### config.mk
export PLATFORM = sky130hd
export DESIGN_NAME = cpu5_lsu
export DESIGN_NICKNAME = d
export VERILOG_FILES = /design/src/rtl/cpu5_lsu.sv
export SDC_FILE = /design/constraint.sdc
export NUM_CORES = 1
export LEC_CHECK = 0
export ABC_AREA = 1
export ABC_CLOCK_PERIOD_IN_PS = 2350
export BUFFER_PORTS_ARGS = -buffer_cell sky130_fd_sc_hd__buf_2
export CORE_MARGIN = 5
export CORE_UTILIZATION = 54
export CTS_BUF_LIST = sky130_fd_sc_hd__clkbuf_4 sky130_fd_sc_hd__clkbuf_8 sky130_fd_sc_hd__clkbuf_16
export CTS_CLUSTER_SIZE = 40
export DETAILED_ROUTE_END_ITERATION = 10
export GPL_TIMING_DRIVEN = 0
export HOLD_SLACK_MARGIN = 0.12
export PLACE_DENSITY = 0.86
export SETUP_SLACK_MARGIN = 0.2
export SKIP_LAST_GASP = 1
export SLEW_MARGIN = 25
export SYNTH_ARGS = -nofsm -noshare
export SYNTH_HDL_FRONTEND = slang
export SYNTH_SLANG_ARGS = --single-unit
### constraint.sdc
create_clock -name clk -period 2.35 [get_ports clk]
set_clock_uncertainty 0.1 [all_clocks]
set_input_delay 0.1175 -clock clk [delete_from_list [all_inputs] [get_ports clk]]
set_output_delay 0.1175 -clock clk [all_outputs]
set_load 0.02 [all_outputs]
### src/rtl/cpu5_lsu.sv
// Load/store unit for the CPU5 datapath: runs one word-sized req/gnt/rvalid
// transaction on the data bus per memory instruction and stalls the core meanwhile.
module cpu5_lsu #(
    parameter int XLEN    = 32,
    parameter int TIMEOUT = 255
) (
    input  logic            clk,
    input  logic            reset,
    input  logic            memread,
    input  logic            memwrite,
    input  logic [XLEN-1:0] addr,
    input  logic [XLEN-1:0] wdata,
    output logic [XLEN-1:0] rdata,
    output logic            stall,
    output logic            fault,
    output logic            bus_req,
    output logic            bus_we,
    output logic [XLEN-1:0] bus_addr,
    output logic [XLEN-1:0] bus_wdata,
    output logic [3:0]      bus_be,
    input  logic            bus_gnt,
    input  logic            bus_rvalid,
    input  logic [XLEN-1:0] bus_rdata,
    input  logic            bus_err
);

    typedef enum logic [1:0] {IDLE, REQ, RESP, DONE} state_t;

    localparam logic [7:0] CNT_LAST = 8'(TIMEOUT - 1);

    state_t          state_q, state_d;
    logic [XLEN-1:0] addr_q, addr_d;
    logic [XLEN-1:0] wdata_q, wdata_d;
    logic            we_q, we_d;
    logic [XLEN-1:0] rdata_q, rdata_d;
    logic [7:0]      cnt_q, cnt_d;
    logic            access;

    assign access = memread | memwrite;
    assign bus_be = 4'hF;

    always_comb begin
        state_d   = state_q;
        addr_d    = addr_q;
        wdata_d   = wdata_q;
        we_d      = we_q;
        rdata_d   = rdata_q;
        cnt_d     = cnt_q;
        stall     = 1'b0;
        fault     = 1'b0;
        bus_req   = 1'b0;
        bus_we    = we_q;
        bus_addr  = addr_q;
        bus_wdata = wdata_q;
        rdata     = '0;
        unique case (state_q)
            IDLE: begin
                if (access) begin
                    if (addr[1:0] != 2'b00) begin
                        fault = 1'b1;
                    end else begin
                        // Launch cycle drives the bus straight from the datapath
                        // so a same-cycle grant loses no time.
                        stall     = 1'b1;
                        bus_req   = 1'b1;
                        bus_we    = memwrite;
                        bus_addr  = {addr[XLEN-1:2], 2'b00};
                        bus_wdata = wdata;
                        we_d      = memwrite;
                        addr_d    = {addr[XLEN-1:2], 2'b00};
                        wdata_d   = wdata;
                        state_d   = bus_gnt ? RESP : REQ;
                    end
                end
            end
            REQ: begin
                stall   = 1'b1;
                bus_req = 1'b1;
                if (bus_gnt) state_d = RESP;
            end
            RESP: begin
                stall = 1'b1;
                cnt_d = cnt_q + 8'd1;
                if (bus_rvalid) begin
                    fault   = bus_err;
                    rdata_d = (bus_err || we_q) ? '0 : bus_rdata;
                    cnt_d   = '0;
                    state_d = DONE;
                end else if (cnt_q == CNT_LAST) begin
                    fault   = 1'b1;
                    rdata_d = '0;
                    cnt_d   = '0;
                    state_d = DONE;
                end
            end
            DONE: begin
                rdata   = rdata_q;
                state_d = IDLE;
            end
            default: state_d = IDLE;
        endcase
    end

    always_ff @(posedge clk) begin
        if (reset) begin
            state_q <= IDLE;
            addr_q  <= '0;
            wdata_q <= '0;
            we_q    <= 1'b0;
            rdata_q <= '0;
            cnt_q   <= '0;
        end else begin
            state_q <= state_d;
            addr_q  <= addr_d;
            wdata_q <= wdata_d;
            we_q    <= we_d;
            rdata_q <= rdata_d;
            cnt_q   <= cnt_d;
        end
    end

endmodule

; Word level (Yosys, flattened, before mapping)
; Index checks and enable logic that the tools add are counted.
[word_totals]
regBits = 107
in_bits = 103
elab_cells = 54
[op_classes]
n_addsub = 1
n_eq_ne = 8
n_mux = 31
bitwise = 1
reduce_logical = 7
[ops]
columns = cell, count
row1 = $mux 32, 10
row2 = $mux 8, 2
row3 = $mux 2, 6
row4 = $mux 1, 9
row5 = $add 8x1->8 const B, 1
row6 = $eq 8x8->1 const B, 1
row7 = $pmux 2 s4, 1
row8 = $ne 2x2->1 const B, 3
row9 = $pmux 1 s2, 3
row10 = $eq 2x2->1 const B, 2
row11 = $reduce_and 4->1, 1
row12 = $reduce_bool 2->1, 2
row13 = $ne 3x3->1 const B, 1
row14 = $eq 2x1->1 const B, 1
row15 = $logic_not 2->1, 1
row16 = $reduce_and 2->1, 1
row17 = $reduce_or 2->1, 1
row18 = $logic_or 1x1->1, 1
row19 = $or 1x1->1, 1

; Depth between registers and ports, before layout
[depth]
depth_word = 4
mapped_depth = 11

; Worst setup path after synthesis
; Ideal clock, no wire load.
[synth_path]
path_type = register -> output
startpoint = reg state_q[0]
endpoint = out bus_addr[10]
arrival_ns = 1.536
required_time_ns = 2.132
path_slack_ns = 0.596
path_stages_with_launch = 8
path_buffers = 2
path_cell_list = dfxtp_1 inv_1 ha_1 nand3_2 inv_2 buf_6 buf_2 a21oi_1
[synth_via]
elab_chain_cells = 2
[synth_lines]
columns = item, line
row1 = "start, declared", 31  ; state_t state_q, state_d;
row2 = "start signal, assigned", 113  ; state_q <= state_d;
row3 = $logic_not 2->1, 56  ; unique case (state_q)
row4 = $mux 32, 56
row5 = "end, declared", 18  ; output logic [XLEN-1:0] bus_addr,
; No other way between the ends.

; Final worst setup path
[layout_path]
startpoint = reg state_q[0]
endpoint = out bus_we
[layout_via]
elab_chain_cells = 2
[layout_lines]
columns = item, line
row1 = $logic_not 2->1, 56
row2 = $mux 1, --
row3 = "end, declared", 17  ; output logic bus_we,
; No other way between the ends.

==> results.md <==
* Clk pin slew, worst setup/hold paths at 130 ps
* R2R depth at 5
* Post-route setup slack at 190 ps
* Tot Pwr at roughly 5.9 mW
* Hold Crit Start: reset
* Multiplexer area fraction after synthesis at 0%
* Critical path capture point type: output pin
* WL met1 at 7650 microns
* Cell Pwr Density at approximately 720 nW/um^2
* DR iter-0 viols at 632
* DP Wirelength at 11,100 microns
* FP Rows at 37
* Max layer used: met5
* DRT Pass-1 Iters at 8
* Ys async rst share at 0%
* MaxCap Viol Count at 0
* Largest family of logic cells by synthesized area: buffers and inverters
* Port Buffer Count at 202
* Total grt overflow at 0
* Initial antenna violation count at 4
* Area share of fa/ha/maj cells after synthesis at 1.57%
* Sequential area share after synthesis at between 30% and 40%
* Slew @ Worst Pin at 774 ps
* Die span in x at 112 microns
* Initial cell density of the core at 54.8%
* Avg WL per Cell at 17.6 microns
* F_max at ~0.46 GHz
* Worst slack, placed at ~300 ps
* Nets at ~1,200
* Met3 WL at 2260 microns
* Vias per cell at 5.39
* Root Buffer: clkbuf_8
* H-tree levels at 3
* RePlAce Congestion at roughly 0.87
* Synth Area per Inst at approximately 7 sq um
* Die footprint at 12,500 sq um
* TNS Setup at 0 ps
* Core Util, Final at 80.5%
* Crit path required time at 2130 ps
* Synthesis Warnings at 0
* Gr usage total at 31.0%
* Post-synthesis simple-gate area fraction at 16.9%
* Vias in the first global route at 6,631
* Critical R2R Launch: we_q
* Hold Path Cell Cnt at 3
* Synth Area in Compound Gates at 21.1%
* Clock buffer depth at 2
* Post-Syn Instances at 790
* Worst-Skew Late Latency at about 370 ps
* Status: finished clean
* CP startpoint kind: flop
* Crit Path Class: flop to output pin
* Final ANT Viol Nets at 0
* XOR/XNOR Fraction of Synth Area at 0.471%
* Post-synth EDFFs at 0
* CORE AREA at roughly 10,000 sq um
* CTS Sinks at between 100 and 150
* Yosys reg bits at 107
* Worst EP arrival at 1940 ps
* I/O pins at 207
* P&R area growth vs syn at 46.7%
* Final Max Slew Viols at 0
* TritonCTS Buffers at 9
* Ys flop type: dfxtp_1
* Hold crit path type: primary input to flop
* Final clock period utilization by the worst path at 91.9%
* Routed vias at 6,751
* Tmin final at 2160 ps
* Global-route wire length before repair at around 32,000 microns
* R2R Setup Slk at 370 ps
* Share of cells above drive strength 1 at 29.4%
* Final setup viols at 0
* Detailed-route DRC error count at 0
* RSZ-0062 raised after global routing: true
* Final Hold Fails at 0
* CTS tree: done
* Worst slew margin at approximately half
* Largest net degree at the start of global routing at 19
* Area of the mapped netlist at about 5600 sq um
* Post-Route WL at about 22,000 microns
* CP Max Fanout at 6
* Leakage at 4.39 nW
* Die height at 112 microns
* End of the worst register-to-register path: rdata_q[1]
* Cell variety after synth at 28
* Met2 wire len at 10,500 microns
* WHS Endpoint: wdata_q[21]
* Worst IR Drop VDD at between 0.6 and 0.7 mV
metal layers:
metal / GRT usage [%] / vias up
li1: - / 3078
met1: 33.9 / 3011
met2: 54.0 / 491
met3: 7.39 / 169
met4: 18.7 / 2
met5: 0 / -
power breakdown:
| group | switching (mW) | total [mW] | internal (mW) |
|---|---|---|---|
| logic | 1.72 | 2.66 | 0.946 |
| registers | 0.0951 | 2.13 | 2.03 |
| clock network | 0.701 | 1.13 | 0.428 |
critical path, stage by stage, from the launching register on:
cell     delay, ps
dfxtp_4        370
inv_2           90
ha_4           160
nand3_4        110
buf_8          160
buf_4          150
nand2_1        110
inv_1           90
a21oi_1        140
buf_2          190
state kept, by name (all words and copies together), names as in the netlist:
signal   count
we_q         1
addr_q      32
wdata_q     32
state_q      2
rdata_q     32
cnt_q        8
what timing repair did:
item / in CTS / in global routing
setup endpoints to repair: 63 / 47
gates resized for setup: 17 / 54
buffers inserted: 0 / 3
pin swaps: 1 / 2
hold buffers: 100 / 0
cloned: 0 / 0
endpoints found under the hold margin: 97 / 0
synthesized netlist by cell type, types with 8 or more instances:
master / n / area [sq um]
nand2_1: 114 / 428
o21ai_1: 25 / 125
dfxtp_1: 107 / 2140
inv_1: 236 / 886
a211oi_1: 33 / 248
nand3_1: 37 / 185
nor2_1: 19 / 71.3
buf_4: 8 / 60.1
a211oi_2: 30 / 375
a21oi_1: 68 / 340
buf_2: 20 / 100
nand4_1: 34 / 213
clkbuf_1: 15 / 56.3
through the flow:
stage / instance area [sq um] / hold slack (ps) / cells
after floorplan: 5600 / 174 / 793
after CTS: 8010 / 183 / 1247
after global routing: 8190 / 195 / 1253
after detailed placement: 6780 / 286 / 1131
final: 8190 / 174 / 1253
after global placement: 6780 / 282 / 1131
cell families after synthesis:
group / count (synthesis)
simple gates: 211
buf+inv: 293
fa+ha+maj: 7
flops: 107
compound gates: 168
other cells: 1
xor+xnor: 3
how the worst max path moves through the flow:
stage	start	endpoint
after floorplan	state_q[0]	bus_addr[10]
after global placement	state_q[0]	bus_wdata[14]
after detailed placement	state_q[0]	bus_wdata[14]
after CTS	state_q[1]	bus_addr[27]
after global routing	state_q[0]	bus_addr[20]
final	state_q[0]	bus_we
final cells by class:
class,instances,area (sq um)
multi-input cells,393,2340
flip-flops and latches,107,2150
repair buffers,305,2110
fillers,577,1990
inverters,238,896
plain buffers,55,334
well taps,136,170
clock buffers,10,138
clock inverters,6,48.8
diodes,3,7.51
placed cells by master (no fill, tap or decap), types with 6 or more instances in the layout:
| cell | instances |
|---|---|
| o21ai_2 | 7 |
| nand3_1 | 37 |
| a211oi_1 | 33 |
| clkbuf_8 | 10 |
| buf_4 | 36 |
| nand4_1 | 34 |
| buf_6 | 10 |
| ha_1 | 6 |
| clkbuf_1 | 14 |
| buf_2 | 191 |
| dfxtp_1 | 104 |
| a21oi_2 | 15 |
| a211oi_2 | 30 |
| dlygate4sd3_1 | 100 |
| o21ai_1 | 25 |
| nand2_1 | 113 |
| nor2_1 | 18 |
| inv_1 | 233 |
| a21oi_1 | 53 |
No activity file was read; power rests on OpenSTA's default activity.
